File: src/rtl/sync_fifo_stream_packer.sv
// ============================================================================
// sync_fifo_stream_packer
// ----------------------------------------------------------------------------
// Purpose:
//   Packs PACK_RATIO consecutive DATA_WIDTH words from a valid/ready stream
//   into one wide word with a per-lane keep mask. Lane 0 is the first word
//   accepted and sits at the LSBs. A partial word is sealed early by in_last,
//   and, when PACKER_TIMEOUT_EN is defined, by TIMEOUT_CYCLES idle cycles.
//   The packer holds one accumulator and one output register. This lets it
//   accept one narrow word every cycle, with no bubble when a word moves from
//   the accumulator to the output register.
//
// Optional feature macro:
//   PACKER_TIMEOUT_EN  enables the idle-timeout flush of partial words.
//
// Ports:
//   clk        in   1                      single clock, posedge
//   rst        in   1                      synchronous, active-high reset
//   in_data    in   DATA_WIDTH             narrow word
//   in_valid   in   1                      narrow word valid
//   in_ready   out  1                      narrow word can be accepted
//   in_last    in   1                      narrow word closes a packet
//   out_data   out  DATA_WIDTH*PACK_RATIO  packed word
//   out_keep   out  PACK_RATIO             per-lane valid mask
//   out_valid  out  1                      packed word valid
//   out_ready  in   1                      consumer accepts packed word
//   out_last   out  1                      packed word ends a packet
//   clear      in   1                      synchronous flush, data discarded
//   fill       out  LB_PACK_RATIO+1        lanes held in the accumulator
// ============================================================================
module sync_fifo_stream_packer #(
    parameter int DATA_WIDTH     = 8,
    parameter int PACK_RATIO     = 4,
    parameter int TIMEOUT_CYCLES = 16
) (
    input  logic                             clk,
    input  logic                             rst,
    input  logic [DATA_WIDTH-1:0]            in_data,
    input  logic                             in_valid,
    output logic                             in_ready,
    input  logic                             in_last,
    output logic [DATA_WIDTH*PACK_RATIO-1:0] out_data,
    output logic [PACK_RATIO-1:0]            out_keep,
    output logic                             out_valid,
    input  logic                             out_ready,
    output logic                             out_last,
    input  logic                             clear,
    output logic [$clog2(PACK_RATIO):0]      fill
);

    localparam int LB_PACK_RATIO = $clog2(PACK_RATIO);
    localparam int CW            = LB_PACK_RATIO + 1;
    localparam logic [CW-1:0] FULL_CNT = CW'(PACK_RATIO);

    logic [DATA_WIDTH-1:0]            acc_lane [PACK_RATIO];
    logic [CW-1:0]                    acc_cnt;
    logic                             acc_last;
    logic                             acc_sealed;

    logic                             in_exec;
    logic                             out_exec;
    logic                             move;
    logic                             timeout_hit;
    logic [CW-1:0]                    base_cnt;
    logic [CW-1:0]                    next_cnt;
    logic [LB_PACK_RATIO-1:0]         wr_lane;
    logic [DATA_WIDTH*PACK_RATIO-1:0] packed_data;
    logic [PACK_RATIO-1:0]            packed_keep;

    // A sealed accumulator blocks input only while the output register is
    // occupied and not being drained this cycle.
    assign in_ready = !acc_sealed || !out_valid || out_ready;
    assign in_exec  = in_valid && in_ready;
    assign out_exec = out_valid && out_ready;
    assign move     = acc_sealed && (!out_valid || out_ready);

    // On a move the accumulator empties in the same cycle, so a word accepted
    // alongside it starts a fresh word in lane 0.
    assign base_cnt = move ? '0 : acc_cnt;
    assign next_cnt = base_cnt + 1'b1;
    assign wr_lane  = base_cnt[LB_PACK_RATIO-1:0];
    assign fill     = acc_cnt;

    // NOTE: every always_comb output gets a default first, so no path leaves it
    // unassigned and no latch is inferred.
    always_comb begin
        packed_data = '0;
        packed_keep = '0;
        for (int i = 0; i < PACK_RATIO; i++) begin
            if (CW'(i) < acc_cnt) begin
                packed_data[i*DATA_WIDTH +: DATA_WIDTH] = acc_lane[i];
                packed_keep[i]                          = 1'b1;
            end
        end
    end

`ifdef PACKER_TIMEOUT_EN
    localparam int TW = $clog2(TIMEOUT_CYCLES + 1);

    logic [TW-1:0] idle_cnt;
    logic          idle_tick;

    // Idle counting only applies to a started, still-open word.
    assign idle_tick   = (acc_cnt != '0) && !acc_sealed && !in_exec;
    assign timeout_hit = idle_tick && (idle_cnt == TW'(TIMEOUT_CYCLES - 1));

    always_ff @(posedge clk) begin
        if (rst || clear) begin
            idle_cnt <= '0;
        end else if (!idle_tick || timeout_hit) begin
            idle_cnt <= '0;
        end else begin
            idle_cnt <= idle_cnt + 1'b1;
        end
    end
`else
    assign timeout_hit = 1'b0;
`endif

    // NOTE: sequential state uses non-blocking assignments only, so every
    // register samples the pre-edge values regardless of statement order.
    always_ff @(posedge clk) begin
        if (rst || clear) begin
            acc_cnt    <= '0;
            acc_sealed <= 1'b0;
            acc_last   <= 1'b0;
            out_valid  <= 1'b0;
            out_data   <= '0;
            out_keep   <= '0;
            out_last   <= 1'b0;
        end else begin
            if (move) begin
                out_data  <= packed_data;
                out_keep  <= packed_keep;
                out_last  <= acc_last;
                out_valid <= 1'b1;
            end else if (out_exec) begin
                out_valid <= 1'b0;
            end

            if (in_exec) begin
                acc_cnt    <= next_cnt;
                acc_sealed <= (next_cnt == FULL_CNT) || in_last;
                acc_last   <= in_last;
            end else if (move) begin
                acc_cnt    <= '0;
                acc_sealed <= 1'b0;
                acc_last   <= 1'b0;
            end else if (timeout_hit) begin
                acc_sealed <= 1'b1;
                acc_last   <= 1'b0;
            end
        end
    end

    // NOTE: lane storage is not reset; lanes at or above acc_cnt are masked to
    // zero when the word is packed, so stale contents never reach out_data.
    always_ff @(posedge clk) begin
        if (in_exec && !(rst || clear)) begin
            acc_lane[wr_lane] <= in_data;
        end
    end

endmodule

File: config.mk
export PLATFORM = sky130hd
export DESIGN_NAME = sync_fifo_stream_packer
export DESIGN_NICKNAME = d
export VERILOG_FILES = /design/src/rtl/sync_fifo_stream_packer.sv
export SDC_FILE = /design/constraint.sdc
export NUM_CORES = 1
export LEC_CHECK = 0
export BUFFER_PORTS_ARGS = -buffer_cell sky130_fd_sc_hd__buf_2
export CORE_ASPECT_RATIO = 0.9
export CORE_MARGIN = 1.5
export CORE_UTILIZATION = 30
export CTS_BUF_LIST = sky130_fd_sc_hd__clkbuf_4 sky130_fd_sc_hd__clkbuf_8
export DETAILED_ROUTE_END_ITERATION = 7
export GPL_ROUTABILITY_DRIVEN = 0
export PLACE_DENSITY = 0.49
export SYNTH_ARGS = -nofsm -noshare
export SYNTH_HDL_FRONTEND = slang
export SYNTH_SLANG_ARGS = --single-unit
File: constraint.sdc
create_clock -name clk -period 2.55 [get_ports clk]
set_clock_uncertainty 0.15 [all_clocks]
set_input_delay 0.3825 -clock clk [delete_from_list [all_inputs] [get_ports clk]]
set_output_delay 0.3825 -clock clk [all_outputs]
set_load 0.005 [all_outputs]
==> impl_metrics.toml <==
[status]
status = "finished clean"

[clocking]
htreeDepth = 3
cts-root-buf = "clkbuf_8"
cts_resized = 0
cts_buffer_depth = 2
cts_inserted_buffers = 9
cts_tree = "built"
cts_setup_buffers = 0
cts_sinks = 75
clk_pin_slew_ns = 0.08
worstSkewPairLatency_ns = 0.35
ctsHoldBuffers = 0

[routing]
ant_nets = 0
via_count = 2075
drt-pass1-iter-count = 4
wire_per_inst_um = 15.24
wl_met3_um = 429
vias_per_cell = 4.792
top_layer = "met4"
wl_um = 6597
wl_met2_um = 2911
drc = 0
first_iter_violations = 118
met1_length_um = 3208

[synth]
ys.warnings.count = 0
synth_seq_area_share = 0.6372
ys_ff_latch = 75
synthCells = 256
synth_area_um2 = 2859
synth_edf_count = 32
synth_nets = 275
synth_ff_type = "dfxtp_1"
synth.area.top_cells = "edfxtp_1, dfxtp_1, nand2_1"
synth.distinct_cells = 35
yosys.area.top_type = "edfxtp_1"
synthDominantCellAreaShare = 0.3361
synth_async_sr_flop_share = 0
avgSynthCellArea_um2 = 11.17

[pwr]
total_power_mw = 2.507
ir_drop_v = 0.0003418
leakage_nw = 1.299
power_density_nw_per_um2 = 719.7

[die]
core_um2 = 9166
initial_core_util = 0.3119
die_x_um = 105.9
die_h_um = 95.61
ios = 56
die-area_um2 = 10130
rows = 33

[cells_and_area]
fillers = 952
drive_gt1_frac = 0.2958
area_delta_synth_final_pct = 21.84
antenna_cells = 0
num-nets-final = 325

[sta]
relSlewSlack = 0.6351
rsz0062_at_grt = "false"
finalSetupViolCount = 0
finalHoldViolations = 0
timing.final.crit_share = 0.7124
worst_slew_pin_slew_ns = 0.5450
setup_tns_ns = 0
slew_viol_final = 0
layout_setup_ws_ns = 0.7333
max_freq_mhz = 550.5
fin_crit_ns = 1.817

[worst_setup_path]
r2r_slack_ns = 0.73
crit_path_top_delay_cell = "dfxtp_1"
cpPeakStageDelay_ns = 0.48
reg2reg_from = "fill[2]$_SDFF_PP0_"
end_kind = "register"
critPathLaunchType = "register"
critical_path_required_ns = 2.61
cp.arrival_ns = 1.88
path_delay_family = "compound AO/OA/AOI/OAI gates"
critical_path_class = "reg -> reg"
r2r-end = "out_data[0]$_SDFFE_PP0P_"
cp_max_fo = 15
cp_cell_sequence = "or2_1 > o211ai_2 > o22ai_1"
crit_buf_inv = 0
r2r_cells = 3

[global_routing]
grt_pass1_vias = 2023
antenna_found_initial = 0
track_usage = 0.1379
grt_pass1_wl_um = 10490
grt_max_degree = 33
grt.overflow.total = 0

[worst_hold_path]
hold_end = "acc_lane[1][7]$_DFFE_PP_"
hold_class = "in -> reg"
min_path_cells = 1
hp-start = "in_data[7]"

[place]
hpwlAfterDp_um = 4441
post-place-ws_ns = 0.5485
io_buffers = 55

[run]
maxCapViolations = 0
[cell type report]
cell class | instances | area, um^2 | area share
Clock buffer | 12 | 158.9 | 0.04562
Clock inverter | 4 | 96.34 | 0.02766
Inverter | 3 | 13.76 | 0.003951
Multi-Input combinational cell | 156 | 919.6 | 0.2640
Sequential cell | 75 | 1822 | 0.5230
Tap cell | 122 | 152.6 | 0.04382
Timing Repair Buffer | 61 | 320.3 | 0.09195
[synth_stat cells (2+ instances only)]
library cell,number
o22ai_2,8
nand3_1,2
nor3_1,2
dfxtp_1,43
o21ai_0,23
o22ai_1,8
ha_1,5
buf_1,3
nor2b_1,2
clkbuf_1,11
buf_4,3
nand2_1,40
edfxtp_1,32
nor2_1,2
nand4_1,16
a32oi_1,2
and2_1,6
a21oi_1,27
inv_1,2
buf_2,4
[worst max-delay path by stage]
stage | slack [ns] | to | start | cells after the start
3_5_place_dp | 0.55 | fill[2]$_SDFF_PP0_ | out_ready | 9
3_3_place_gp | 0.56 | fill[2]$_SDFF_PP0_ | out_ready | 9
5_1_grt | 0.58 | fill[2]$_SDFF_PP0_ | out_valid$_SDFFE_PP0P_ | 8
2_1_floorplan | 0.64 | fill[2]$_SDFF_PP0_ | out_ready | 9
6_report | 0.73 | out_data[0]$_SDFFE_PP0P_ | fill[2]$_SDFF_PP0_ | 3
4_1_cts | 0.73 | out_data[0]$_SDFFE_PP0P_ | fill[2]$_SDFF_PP0_ | 3
[kinds of logic after synthesis]
logic type	after synthesis	share of synthesized area
buffers and inverters	25	0.04201
adder cells (fa/ha/maj)	5	0.02188
AND/OR/NAND/NOR	78	0.1361
flip-flops	75	0.6372
multiplexers	1	0.003938
AO/OA/AOI/OAI	72	0.1589
[worst register-to-register path: stages, from the launching register on]
cell and delay [ns]:
dfxtp_1 0.48, or2_1 0.43, o211ai_2 0.46, o22ai_1 0.17
[metal layers]
layer  GRT usage  vias up
met2      0.2078       62
met4     0.03716        0
met5           0        -
met1      0.1883      982
li1            -     1026
met3     0.04853        5
[flip-flops by register name, summed over array words and instances, names as in the netlist]
| signal | count |
|---|---|
| out_valid | 1 |
| out_last | 1 |
| acc_lane | 32 |
| out_data | 32 |
| acc_sealed | 1 |
| fill | 3 |
| acc_last | 1 |
| out_keep | 4 |
[power breakdown]
part | leakage, nW | internal (mW) | switching [mW] | total [mW]
Combinational | 0.533 | 0.0276 | 0.0612 | 0.0888
Clock | 0.131 | 0.716 | 0.434 | 1.15
Sequential | 0.636 | 1.26 | 0.00838 | 1.27
Total | 1.30 | 2.00 | 0.504 | 2.51
[layout by cell type, fill, tap and decap left out, types with 2 or more instances in the layout]
master     netlist  layout
buf_2            4      55
dfxtp_1         43      43
nand2_1         40      40
edfxtp_1        32      32
a21oi_1         27      27
o21ai_0         23      23
nand4_1         16      16
clkbuf_8         0      11
o22ai_1          8       8
o22ai_2          8       8
and2_1           6       6
buf_4            3       6
ha_1             5       5
bufinv_16        0       3
inv_1            2       2
inv_4            1       2
nor3_1           2       2
nor2b_1          2       2
nand3_1          2       2
a32oi_1          2       2
[stage by stage]
step                      cells  instance area [um^2]  hold slack [ns]    util
after detailed placement    417                  3228           0.3098  0.3522
after global routing        433                  3483           0.1309  0.3800
final                       433                  3483           0.1356  0.3800
after CTS                   433                  3483           0.1253  0.3800
after floorplan             256                  2859           0.3126       -
after global placement      417                  3228           0.3069  0.3522
No activity file was read; power rests on OpenSTA's default activity.
